$ cat src/rtl/arith_pkg.sv
// Shared arithmetic-datapath definitions: FSM state encoding for the
// multi-cycle arithmetic blocks and a helper sizing their step counters.
package arith_pkg;

    typedef enum logic [1:0] {
        ST_IDLE = 2'd0,
        ST_RUN  = 2'd1,
        ST_DONE = 2'd2
    } state_t;

    // Counter wide enough to hold every value from 0 up to nsteps inclusive.
    function automatic int cnt_width(input int nsteps);
        return (nsteps < 1) ? 1 : $clog2(nsteps + 1);
    endfunction

endpackage

$ cat src/rtl/full_subtractor_bit.sv
// Single-bit full subtractor cell: d = x - y - bi, bo set when x < y + bi.
module full_subtractor_bit (
    input  logic x,
    input  logic y,
    input  logic bi,
    output logic d,
    output logic bo
);

    // Difference is plain parity; a borrow is needed when y (plus any
    // incoming borrow) exceeds x.
    always_comb begin
        d  = x ^ y ^ bi;
        bo = (~x & y) | (~(x ^ y) & bi);
    end

endmodule

$ cat src/rtl/serial_subtractor.sv
// Multi-cycle WIDTH-bit subtractor: diff = a - b - bin, STEP bits per clock,
// with valid/ready handshakes on the operand and result sides.
module serial_subtractor #(
    parameter int WIDTH = 8,
    parameter int STEP  = 1
) (
    input  logic             clk,
    input  logic             rst_n,
    input  logic             in_valid,
    output logic             in_ready,
    input  logic [WIDTH-1:0] a,
    input  logic [WIDTH-1:0] b,
    input  logic             bin,
    output logic             out_valid,
    input  logic             out_ready,
    output logic [WIDTH-1:0] diff,
    output logic             bout,
    output logic             ovf,
    output logic             busy
);

    import arith_pkg::*;

    localparam int NSTEPS = WIDTH / STEP;
    localparam int CW     = cnt_width(NSTEPS);
    localparam logic [CW-1:0] LAST_CNT = CW'(NSTEPS - 1);

    // Refuse to build with a width that cannot be split into whole steps.
    generate
        if (WIDTH < 2 || STEP < 1 || (WIDTH % STEP) != 0) begin : g_param_check
            $fatal(1, "serial_subtractor: WIDTH must be >= 2 and a multiple of STEP");
        end
    endgenerate

    state_t           state;
    logic [WIDTH-1:0] a_sh;
    logic [WIDTH-1:0] b_sh;
    logic             borrow;
    logic             a_msb;
    logic             b_msb;
    logic [CW-1:0]    cnt;
    logic [STEP:0]    chain_b;
    logic [STEP-1:0]  step_d;
    logic [WIDTH-1:0] diff_next;

    assign chain_b[0] = borrow;

    // Ripple chain of STEP cells working on the low bits of the shift registers.
    generate
        for (genvar i = 0; i < STEP; i++) begin : g_cell
            full_subtractor_bit u_cell (
                .x  (a_sh[i]),
                .y  (b_sh[i]),
                .bi (chain_b[i]),
                .d  (step_d[i]),
                .bo (chain_b[i+1])
            );
        end

        // New result bits enter at the MSB end so the word lines up after NSTEPS.
        if (STEP == WIDTH) begin : g_full_step
            assign diff_next = step_d;
        end else begin : g_part_step
            assign diff_next = {step_d, diff[WIDTH-1:STEP]};
        end
    endgenerate

    assign in_ready = (state == ST_IDLE);
    assign busy     = (state == ST_RUN);
    assign bout     = borrow;
    assign ovf      = (a_msb != b_msb) && (diff[WIDTH-1] != a_msb);

    // Control FSM with the operand/result shift registers and step counter.
    always_ff @(posedge clk or negedge rst_n) begin
        if (!rst_n) begin
            state     <= ST_IDLE;
            out_valid <= 1'b0;
            a_sh      <= '0;
            b_sh      <= '0;
            borrow    <= 1'b0;
            a_msb     <= 1'b0;
            b_msb     <= 1'b0;
            cnt       <= '0;
            diff      <= '0;
        end else begin
            case (state)
                ST_IDLE: begin
                    if (in_valid) begin
                        a_sh   <= a;
                        b_sh   <= b;
                        borrow <= bin;
                        a_msb  <= a[WIDTH-1];
                        b_msb  <= b[WIDTH-1];
                        cnt    <= '0;
                        state  <= ST_RUN;
                    end
                end
                ST_RUN: begin
                    a_sh   <= a_sh >> STEP;
                    b_sh   <= b_sh >> STEP;
                    borrow <= chain_b[STEP];
                    diff   <= diff_next;
                    cnt    <= cnt + CW'(1);
                    if (cnt == LAST_CNT) begin
                        state     <= ST_DONE;
                        out_valid <= 1'b1;
                    end
                end
                ST_DONE: begin
                    if (out_ready) begin
                        state     <= ST_IDLE;
                        out_valid <= 1'b0;
                    end
                end
                default: begin
                    state     <= ST_IDLE;
                    out_valid <= 1'b0;
                end
            endcase
        end
    end

endmodule

$ cat config.mk
export PLATFORM = sky130hd
export DESIGN_NAME = serial_subtractor
export DESIGN_NICKNAME = d
export VERILOG_FILES = /design/src/rtl/arith_pkg.sv /design/src/rtl/full_subtractor_bit.sv /design/src/rtl/serial_subtractor.sv
export SDC_FILE = /design/constraint.sdc
export NUM_CORES = 1
export LEC_CHECK = 0
export ABC_AREA = 1
export BUFFER_PORTS_ARGS = -buffer_cell sky130_fd_sc_hd__buf_2
export CELL_PAD_IN_SITES_DETAIL_PLACEMENT = 0
export CELL_PAD_IN_SITES_GLOBAL_PLACEMENT = 1
export CORE_MARGIN = 1
export CORE_UTILIZATION = 25
export CTS_CLUSTER_SIZE = 12
export DETAILED_ROUTE_END_ITERATION = 7
export PLACE_DENSITY_LB_ADDON = 0.15
export SYNTH_ARGS = -nofsm -noshare
export SYNTH_HDL_FRONTEND = slang
export SYNTH_SLANG_ARGS = --single-unit
$ cat constraint.sdc
create_clock -name clk -period 1.2 [get_ports clk]
set_clock_uncertainty 0.15 [all_clocks]
set_input_delay 0 -clock clk [delete_from_list [all_inputs] [get_ports clk]]
set_output_delay 0 -clock clk [all_outputs]
set_load 0.01 [all_outputs]
==> flow_metrics.tcl <==
set metrics [dict create \
    maxSlewViolCount 0 \
    cp-end-kind "primary output" \
    vdd_drop_max_uv 851 \
    drt_iter0_markers 47 \
    synth_top_cell_by_area "dfrtp_1" \
    routedWlPerCell_um 11.9 \
    synth_top_cells_by_count "101 x nand2_1, 34 x dfrtp_1, 16 x nand3_1" \
    synth_top_area_frac 0.529 \
    drt_first_pass_iters 4 \
    die_h_um 82.2 \
    nets 300 \
    core-area_um2 6060 \
    via_per_inst 4.27 \
    power_frac_seq 0.334 \
    synthFlopType "dfrtp_1" \
    yosysWarningCount 0 \
    finalCritPeriodShare 1.12 \
    finalCriticalPeriod_ps 1340 \
    grt_util_met3 0.0341 \
    cts_made_buffers 5 \
    place_area_um2 1980 \
    portBuffers 33 \
    grt.total_usage 0.139 \
    final_area_um2 2530 \
    tightest_slew_ps 286 \
    grt_busiest_layer "met2" \
    cp.required_ps 1050 \
    hold_violations 0 \
    fill_cells 663 \
    cp-start-kind "flop" \
    cts_buffer_depth 2 \
    max_freq_ghz 0.745 \
    cts-root-buf "clkbuf_8" \
    h-tree-depth 2 \
    worst-setup-path-type "reg2out" \
    start_util 0.265 \
    min_path_type "in2async" \
    grt_antenna_before_repair 0 \
    yosys.cell_count.top_type "nand2_1" \
    ys_seq_elements 34 \
    ios 34 \
    globalplace.congestion 0.672 \
    cts.clk_slew.worst_paths_ps 70 \
    area_growth_pct 57.5 \
    critPathMaxFanout 7 \
    synth.distinct_cells 21 \
    synthArstFlopShare 1.00 \
    power_frac_comb 0.522 \
    route.detailed.drc 0 \
    p_clk_frac 0.144 \
    failed_checks "setup timing" \
    die-area_um2 6760 \
    drtAntennaViolNets 0 \
    syn_nets 225 \
    setup-tns-final_ps -2350 \
    max-slew-margin-rel 0.809 \
    diodes 0 \
    drive_above_1_share 0.363 \
    power_leakage_nw 1.31 \
    grt_max_degree 35 \
    syn_area_um2 1610 \
    vias 1509 \
    synth.area.top_cells "dfrtp_1 53%, nand2_1 24%, nand3_1 5.0%" \
    pwr_density_cell_nw_per_um2 2400 \
    die_w_um 82.2 \
    met1_usage 0.190 \
    wirelength_um 4200 \
    p_switching_w 0.00242 \
    rsz0062_at_grt "true" \
    synthCells 202 \
    hold_ws_ps 47.5 \
    grt_use_met2 0.210 \
    cap_viol_max_count 0 \
    dp_hpwl_um 2720 \
    clock-sinks 34 \
    rows 28 \
    synth.avg_cell_area_um2 7.97 \
    setup_viol 27 \
    finalPower_w 0.00609 \
    overflow 0 \
    cts_tree "built" \
    status "finished, violations left" \
    ys_seq_area_frac 0.529 \
    p_sw_frac 0.397 \
    clock_latency_ps 280 \
    grt_pass1_wl_um 6900 \
    synth_edf_count 0 \
    r2r_setup_slack_ps -130 \
    worst_slack_ps -143 \
    critPathArrivalTime_ps 1190 \
    grt_pass1_vias 1413 \
    internal_power_w 0.00367 \
]
-- final timing paths --
kind / startpoint / end / cells past startpoint
setup / recovery: state[0] / busy / 4
max in group asynchronous: rst_n / cnt[2] / 3
min in group clk: b[7] / b_sh[7] / 4
setup reg to reg: bout / diff[7] / 4
hold reg to reg: a_sh[6] / a_sh[6] / 2
hold / removal: rst_n / a_msb / 3
-- worst max-delay path, stage by stage, from the launching register on --
cell and delay (ps):
dfrtp_2 480, nand2_4 130, inv_4 50, buf_6 130, buf_6 110
-- power groups by stage --
| stage | registers [W] | logic [W] | clock network (W) |
|---|---|---|---|
| global placement | 0.00197 | 0.00258 | 0 |
| finish | 0.00203 | 0.00318 | 0.000880 |
| detailed placement | 0.00197 | 0.00258 | 0 |
| floorplan | 0.00200 | 0.00153 | 0 |
| global route | 0.00210 | 0.00357 | 0.000973 |
| CTS | 0.00201 | 0.00307 | 0.000917 |
-- metal layers --
metal	wire length, um	share of wire
met5	0	0
met3	129	0.031
met1	2100	0.50
met4	56	0.013
met2	1920	0.46
-- stage by stage --
step | utilization | setup slack, ps | instances
after CTS | 0.407 | -139 | 353
after detailed placement | 0.327 | -170 | 320
after floorplan | - | -79.2 | 202
after global placement | 0.327 | -135 | 320
final | 0.418 | -143 | 353
after global routing | 0.418 | -201 | 353
-- what timing repair did --
item,in CTS,in global routing
cloned,1,0
hold endpoints to repair,56,0
pin swaps,17,4
endpoints found under the setup margin,30,32
buffers inserted,4,0
resized for setup,38,23
hold buffers,20,0
-- state kept, by name (all words and copies together) (netlist names) --
signal	flops
a_msb	1
bout	1
a_sh	8
b_sh	8
out_valid	1
b_msb	1
diff	8
state	2
cnt	4
-- final cells by class --
cell class,count,area (um2),area share
Sequential cell,34,852,0.336
Multi-Input combinational cell,144,766,0.302
Timing Repair Buffer,77,666,0.263
Tap cell,75,93.8,0.0370
Clock buffer,7,86.3,0.0341
Inverter,15,66.3,0.0262
Clock inverter,1,5.00,0.00197
-- cell families after synthesis --
group / count (synthesis) / synth area share
flip-flops: 34 / 0.529
AND/OR/NAND/NOR: 122 / 0.306
buffers and inverters: 24 / 0.0754
adder cells (fa/ha/maj): 2 / 0.0202
XOR/XNOR: 1 / 0.00544
AO/OA/AOI/OAI: 19 / 0.0645
-- placed cells by master, fill, tap and decap left out, types with 5 or more instances in the layout --
cell and instances:
nand2_1 93, dfrtp_1 33, buf_2 31, dlygate4sd3_1 20, o21ai_1 12, nand3_2 11
buf_6 10, buf_4 10, inv_1 7, nand2_2 7, clkbuf_8 6, inv_2 5
nand3_1 5
Power figures use the tool's default switching activity.
